### src/rtl/dev_bridge_ctrl.sv
// -----------------------------------------------------------------------------
// dev_bridge_ctrl
//
// Handles CPU M-stage loads and stores to memory-mapped devices in the window
// 0x00007F00-0x00007FFF. Device i owns the 16-byte slot at 0x7F00 + 16*i, so
// the slot number is addr[7:4]. On an access to a mapped slot the controller
// latches the access, runs a req/ack handshake with the selected device and
// stalls the pipeline until the device acks or TIMEOUT BUSY cycles pass
// without an ack. Accesses to empty slots inside the window get a one-cycle
// bus_err and no handshake. All other addresses are ignored.
//
// Parameters
//   NDEV     number of devices (1..16)
//   TIMEOUT  max BUSY cycles without ack before error completion (>= 1)
//
// Ports
//   clk        in   system clock, rising edge
//   reset      in   asynchronous active-high reset
//   cpu_addr   in   M-stage address (word access, addr[1:0] don't care)
//   cpu_wdata  in   M-stage store data
//   cpu_we     in   M-stage store
//   cpu_re     in   M-stage load
//   cpu_rdata  out  device read data, valid in the DONE cycle, else 0
//   stall      out  freeze IF/ID/EX/M, bubble W
//   bus_err    out  1-cycle pulse: unmapped slot or device timeout
//   dev_addr   out  latched access address
//   dev_wdata  out  latched store data
//   dev_we     out  latched write flag (meaningful while dev_req = 1)
//   dev_req    out  request strobe, high for the whole BUSY state
//   dev_sel    out  one-hot device select, high together with dev_req
//   dev_ack    in   per-device ack
//   dev_rdata  in   flat read buses, device i at [32*i+31:32*i]
// -----------------------------------------------------------------------------
module dev_bridge_ctrl #(
    parameter int NDEV    = 4,
    parameter int TIMEOUT = 15
) (
    input  logic                 clk,
    input  logic                 reset,
    input  logic [31:0]          cpu_addr,
    input  logic [31:0]          cpu_wdata,
    input  logic                 cpu_we,
    input  logic                 cpu_re,
    output logic [31:0]          cpu_rdata,
    output logic                 stall,
    output logic                 bus_err,
    output logic [31:0]          dev_addr,
    output logic [31:0]          dev_wdata,
    output logic                 dev_we,
    output logic                 dev_req,
    output logic [NDEV-1:0]      dev_sel,
    input  logic [NDEV-1:0]      dev_ack,
    input  logic [NDEV*32-1:0]   dev_rdata
);

    localparam int IDXW = (NDEV > 1) ? $clog2(NDEV) : 1;
    // One extra bit of headroom; the counter is cleared on every BUSY entry
    // and stops at TIMEOUT-1, so it never wraps.
    localparam int CNTW = $clog2(TIMEOUT) + 1;
    localparam logic [CNTW-1:0] CNT_LAST = CNTW'(TIMEOUT - 1);

    typedef enum logic [1:0] {
        ST_IDLE = 2'd0,
        ST_BUSY = 2'd1,
        ST_DONE = 2'd2
    } state_t;

    state_t            state_reg;
    logic [IDXW-1:0]   idx_reg;
    logic [CNTW-1:0]   cnt_reg;
    logic [31:0]       rdata_reg;
    logic              err_reg;
    logic [31:0]       addr_reg;
    logic [31:0]       wdata_reg;
    logic              we_reg;

    // ------------------------------------------------------------------
    // Address decode (only consulted in IDLE)
    // ------------------------------------------------------------------
    logic       hit;
    logic       mapped;
    logic       unmapped;
    logic [3:0] slot;

    assign slot     = cpu_addr[7:4];
    assign hit      = (cpu_addr[31:8] == 24'h00007F) && (cpu_re || cpu_we);
    assign mapped   = hit && (int'(slot) < NDEV);
    assign unmapped = hit && !mapped;

    // ------------------------------------------------------------------
    // Per-device select and read-bus unpacking
    // ------------------------------------------------------------------
    logic        busy;
    logic [31:0] rdata_word [NDEV];
    logic        ack_sel;

    assign busy = (state_reg == ST_BUSY);

    genvar gi;
    generate
        for (gi = 0; gi < NDEV; gi++) begin : g_dev
            assign rdata_word[gi] = dev_rdata[32*gi +: 32];
            assign dev_sel[gi]    = busy && (idx_reg == IDXW'(gi));
        end
    endgenerate

    // Only the selected device's ack counts; acks from others are masked.
    assign ack_sel = |(dev_ack & dev_sel);

    // ------------------------------------------------------------------
    // Sequencer
    // ------------------------------------------------------------------
    always_ff @(posedge clk or posedge reset) begin
        if (reset) begin
            state_reg <= ST_IDLE;
            idx_reg   <= '0;
            cnt_reg   <= '0;
            rdata_reg <= '0;
            err_reg   <= 1'b0;
            addr_reg  <= '0;
            wdata_reg <= '0;
            we_reg    <= 1'b0;
        end else begin
            case (state_reg)
                ST_IDLE: begin
                    if (mapped) begin
                        addr_reg  <= cpu_addr;
                        wdata_reg <= cpu_wdata;
                        we_reg    <= cpu_we;
                        idx_reg   <= cpu_addr[4 +: IDXW];
                        cnt_reg   <= '0;
                        state_reg <= ST_BUSY;
                    end
                end
                ST_BUSY: begin
                    // Ack takes priority over a timeout landing in the same cycle.
                    if (ack_sel) begin
                        rdata_reg <= rdata_word[idx_reg];
                        err_reg   <= 1'b0;
                        state_reg <= ST_DONE;
                    end else if (cnt_reg == CNT_LAST) begin
                        rdata_reg <= '0;
                        err_reg   <= 1'b1;
                        state_reg <= ST_DONE;
                    end else begin
                        cnt_reg <= cnt_reg + 1'b1;
                    end
                end
                ST_DONE: begin
                    // The CPU request is still present this cycle; returning to
                    // IDLE without decoding keeps it from re-triggering.
                    state_reg <= ST_IDLE;
                end
                default: begin
                    state_reg <= ST_IDLE;
                end
            endcase
        end
    end

    // ------------------------------------------------------------------
    // Outputs
    // ------------------------------------------------------------------
    // The IDLE-cycle stall must be combinational so the pipeline freezes in
    // the same cycle the access is first seen. Both CPU-facing strobes are
    // held low while reset is asserted so a pending access cannot stall or
    // flag an error during reset.
    assign stall   = !reset && (((state_reg == ST_IDLE) && mapped) || busy);
    assign bus_err = !reset && (((state_reg == ST_IDLE) && unmapped) ||
                                ((state_reg == ST_DONE) && err_reg));
    assign cpu_rdata = (state_reg == ST_DONE) ? rdata_reg : 32'h0;

    assign dev_req   = busy;
    assign dev_addr  = addr_reg;
    assign dev_wdata = wdata_reg;
    assign dev_we    = we_reg;

endmodule

### config.mk
export PLATFORM = sky130hd
export DESIGN_NAME = dev_bridge_ctrl
export DESIGN_NICKNAME = d
export VERILOG_FILES = /design/src/rtl/dev_bridge_ctrl.sv
export SDC_FILE = /design/constraint.sdc
export NUM_CORES = 1
export LEC_CHECK = 0
export ABC_AREA = 1
export ABC_CLOCK_PERIOD_IN_PS = 3800
export BUFFER_PORTS_ARGS = -buffer_cell sky130_fd_sc_hd__buf_2
export CORE_AREA = 2 2 137 139
export DETAILED_ROUTE_END_ITERATION = 6
export DIE_AREA = 0 0 139 141
export PLACE_DENSITY_LB_ADDON = 0.08
export SETUP_SLACK_MARGIN = 0.05
export SLEW_MARGIN = 20
export SYNTH_ARGS = -nofsm -noshare
export SYNTH_HDL_FRONTEND = slang
export SYNTH_SLANG_ARGS = --single-unit
### constraint.sdc
create_clock -name clk -period 3.8 [get_ports clk]
set_clock_uncertainty 0.1 [all_clocks]
set_input_delay 0.19 -clock clk [delete_from_list [all_inputs] [get_ports clk]]
set_output_delay 0.19 -clock clk [all_outputs]
set_load 0.02 [all_outputs]
* Word level (Yosys, flattened, before mapping)
Cells that the tools add are included.
** Storage, ports and cells
- Register bits after elaboration :: 107
- Input bits :: 200
** Operators by class
- Equal/unequal tests :: 11
- Reduce and logical (&&, ||, !) cells :: 26
- Bitwise gates (word level) :: 2
- Add/subtract/negate cells :: 1
- Muxes and demuxes :: 16
- Magnitude comparators :: 2
** Operators with widths (number)
- $mux W32 :: 5
- $bmux W32 S2 :: 1
- $eq A24 B7 Y1 const B :: 1
- $mux W5 :: 3
- $logic_and A1 B1 Y1 :: 12
- $pmux W5 S2 :: 1
- $eq A2 B2 Y1 const B :: 3
- $mux W2 :: 3
- $ne A2 B2 Y1 const B :: 3
- $reduce_and A2 Y1 :: 3
- $add A5 B1 Y5 const B :: 1
- $eq A5 B4 Y1 const B :: 1
- $and A4 B4 Y4 :: 1
- $eq A2 B1 Y1 const B :: 2
- $logic_not A2 Y1 :: 2
- $lt A4 B3 Y1 const B :: 1
- $pmux W2 S2 :: 1
- $reduce_and A4 Y1 :: 1
- $reduce_bool A2 Y1 :: 2
- $reduce_or A4 Y1 :: 1
- $ge A3 B3 Y1 const B :: 1
- $logic_or A1 B1 Y1 :: 3
- $ne A3 B1 Y1 const B :: 1
- $not A2 Y3 :: 1
- other kinds (2) :: 4

* Logic depth before layout (Yosys ltp)
- Depth after elaboration :: 8
- Mapped depth :: 10

* Worst setup path after synthesis
OpenSTA, ideal clock, no wires.
- Path type :: register to output
- Start point :: reg state_reg[0]
- End point :: out stall
- Setup slack :: 2088 ps
- Data arrival time :: 1422 ps
- Data required time :: 3510 ps
- Cell stages (with the launch flop) :: 8
- Buffers on the path :: 2
- Cells stage by stage :: dfrtp_1 -> inv_1 -> nand2_1 -> nor3_1 -> nand3_1 -> buf_2 -> buf_2 -> a21oi_1
** On the way
- Cells in the longest elaborated chain, start to end :: 4
** Ends and longest elaborated chain
- from (decl) :: line 68 : state_t state_reg;
- from (signal assigned) :: line 115 : state_reg <= ST_IDLE;
- from (signal assigned) :: line 132 : state_reg <= ST_BUSY;
- from (signal assigned) :: line 140 : state_reg <= ST_DONE;
- $logic_not A2 Y1 :: line 168 : assign stall = !reset && (((state_reg == ST_IDLE) && mapped) || busy);
- $logic_and A1 B1 Y1 :: line 168
- $logic_or A1 B1 Y1 * :: line 168
- $logic_and A1 B1 Y1 * :: line 168
- to (decl) :: line 45 : output logic stall,
Mark *: on every way between the ends. The rest lies on a longest branch, timed or not.

==> summary.txt <==
Status
  • Status: finished, final reports clean

Cells and area
  • Core Util, Final: 0.411
  • Multi-input gate area: around 2000 um2
  • Nets: 1206
  • Most common cell after layout, fill and taps aside: buf_2
  • Most frequent cells in the layout: buf_2 (303), nand2_1 (173), inv_1 (113), dfrtp_1 (105), nor2_1 (74)
  • Layout cells sized above 1: 0.338
  • Fill cells: 1966
  • Seq. cell area: 2630 um2
  • Area grow syn2layout: 45.3%

Worst hold path
  • Hold Crit Class: input port to flop

Clock tree
  • Clock-pin slew on the worst setup and hold paths: 0.07 ns
  • # Post-CTS Setup Buffers: 0
  • TritonCTS Buffers: 9
  • H-tree depth: 3
  • Max clock buf depth: 2
  • Sink Count: 105
  • TritonCTS clock tree: done
  • Worst-skew pair later-pin latency: 0.34 ns
  • CTS root buffer: clkbuf_16

Power
  • Leak: 4.11 nW
  • Clock share of power: 0.403
  • Comb power frac: 0.089
  • Switching power: 0.513 mW
  • P_int: 1.68 mW
  • Switching Fraction: 0.233
  • VDD IR max: 0.181 mV
  • PwrDens: around 290 nW/um2
  • Sequential share of power: 0.508

Timing
  • Period utilisation layout: 0.612
  • FMAX: 430 MHz
  • Final min period: 2.33 ns
  • RSZ-0062 raised after global routing: false
  • Final TNS setup: 0 ns
  • Endpoints failing setup: 0
  • Endpoints failing hold: 0
  • Slew HR: 0.432
  • Worst Tran Pin Value: approximately 0.85 ns
  • Slew Viols, Final: 0

Drt
  • Via Count: 5259
  • DRC viols: 0
  • WL final: 16500 um
  • Vias per cell: 4.23
  • DRT Pass-1 Iters: 4
  • Post-DRT Antenna Nets: 0
  • DR WL/cell: 13.3 um
  • Initial DRC Count: 220

Worst setup path
  • CP endpoint kind: flop
  • Crit path from: dev_addr[5]
  • Crit path cell chain: nand2_1 > inv_2 > nand3_1 > nand2_1 > nor2_4 > nand2_2 > o21ai_0
  • CP top delay family: simple AND/OR/NAND/NOR gates
  • Cell mode on critical path: nand2_1
  • CP Data Arrival Time: 2.43 ns
  • Nature of the critical path startpoint: flop
  • WP data required: 3.90 ns
  • Critical path capture point: rdata_reg[16]
  • Worst R2R End: rdata_reg[16]
  • R2R Setup Slk: 1.47 ns
  • Crit. path cell count: 7
  • Critical path class: flop to flop
  • Critical Path Max Stage Delay: 0.50 ns
  • Critical path peak fanout: 33
  • Reg2Reg Launch Point: dev_addr[5]
  • Critical path's slowest cell: dfrtp_1
  • Reg2reg path depth: 7
  • CP bufs+invs: 1

Logic synthesis
  • Register area share after synthesis: 0.508
  • Post-synth net total: roughly 880
  • Synth unique cells: 24
  • Yosys warning total: 0
  • Mapped Area: 5170 um2
  • Syn Area/Cell: 7.59 um2
  • Mapped Cells: 681
  • Yosys reg bits: approximately 110

Global route
  • Vias in the first global route: 5106
  • GRT overflow: 0
  • Global Route Usage Sum: 0.168
  • Pin count of the biggest net entering global routing: 82
  • First-pass GRT wire length: 26400 um
  • Initial antenna violation count: 2

Place
  • GPL Wtd Cong: about 0.74
  • DPL Wire Length: 12400 um
  • PortBufs: roughly 300

Floorplanning
  • Die height: approximately 140 um
  • Cell Rows: 50
  • Initial Util: 0.283
  • Core area: 18300 um2
  • IO Pins: 304
  • Chip width: 139 um
  • Die footprint: 19600 um2

Run
  • Max Cap Viol: 0
[area by class of cell]
cell class / count / area share
timing repair buffer: 344 / 0.254
tap: 234 / 0.0390
clock buffer: 9 / 0.0300
antenna: 1 / 0.000333
inverter: 119 / 0.0598
clock inverter: 6 / 0.00650
sequential: 105 / 0.350
multi-input combinational: 425 / 0.260
[worst register-to-register path: cells and delay by family, from the launching register on]
family / cells / cell delay [ns]
simple gates: 5 / 1.00
buf+inv: 1 / 0.43
compound gates: 1 / 0.16
flops: 1 / 0.50
[synthesized netlist by cell type]
cell        n  area [um2]
nand2_1   173         649
inv_1     114         428
dfrtp_1   105        2630
nor2_1     75         282
nand3_1    48         240
o21ai_0    42         210
a22oi_1    32         240
o21ai_1    29         145
clkbuf_1   19        71.3
buf_2       8        40.0
buf_4       5        37.5
inv_2       5        18.8
nor3_1      5        25.0
nor2_2      4        25.0
a21oi_1     3        15.0
ha_1        2        25.0
nand2_2     2        12.5
nand3b_1    2        15.0
nand4_1     2        12.5
xor2_1      2        17.5
and2_1      1        6.26
nor2_4      1        11.3
or2_2       1        6.26
xnor2_1     1        8.76
[routing by layer]
| metal | vias to the layer above | part of all wire | track usage |
|---|---|---|---|
| li1 | 2754 | - | - |
| met3 | 17 | 0.061 | 0.0465 |
| met2 | 162 | 0.49 | 0.282 |
| met4 | 4 | 0.016 | 0.0409 |
| met1 | 2322 | 0.44 | 0.216 |
| met5 | - | 0.0015 | 0 |
[worst min-delay path by stage]
stage	to	startpoint	slack, ns	depth (start not counted)
floorplan	dev_wdata[31]	cpu_wdata[31]	0.23	2
global placement	dev_addr[13]	dev_addr[13]	0.34	2
detailed placement	dev_addr[14]	dev_addr[14]	0.35	2
CTS	dev_wdata[27]	cpu_wdata[27]	0.001	3
global route	dev_wdata[8]	cpu_wdata[8]	0.01	3
finish	dev_wdata[12]	cpu_wdata[12]	0.01	3
[metrics by stage]
| stage | power, mW | hold WS [ns] | setup slack (ns) | std cells | area, um2 |
|---|---|---|---|---|---|
| CTS | 2.24 | 0.00100 | 1.40 | 1242 | 7510 |
| detailed placement | 1.31 | 0.346 | 1.40 | 1193 | 6890 |
| global route | 2.31 | 0.0116 | 1.22 | 1242 | 7510 |
| finish | 2.20 | 0.00992 | 1.47 | 1243 | 7510 |
| global placement | 1.31 | 0.342 | 1.44 | 1193 | 6890 |
| floorplan | 1.19 | 0.233 | 0.749 | 681 | 5170 |
[timing repair]
item                       CTS  global route
resized for setup            0             0
hold buffers                34             0
hold endpoints to repair    99             0
setup endpoints to repair    0             0
[power groups by stage]
stage / logic, mW / registers, mW / clock network [mW]
3_3_place_gp: 0.173 / 1.14 / 0
6_report: 0.195 / 1.12 / 0.884
4_1_cts: 0.200 / 1.12 / 0.922
2_1_floorplan: 0.0523 / 1.14 / 0
5_1_grt: 0.223 / 1.12 / 0.972
3_5_place_dp: 0.172 / 1.14 / 0
[cell families after synthesis]
| group | synth area share |
|---|---|
| buffers and inverters | 0.115 |
| adder cells (fa/ha/maj) | 0.00484 |
| flip-flops | 0.508 |
| XOR/XNOR | 0.00508 |
| AO/OA/AOI/OAI | 0.118 |
| AND/OR/NAND/NOR | 0.249 |
No activity file was read; power rests on OpenSTA's default activity.
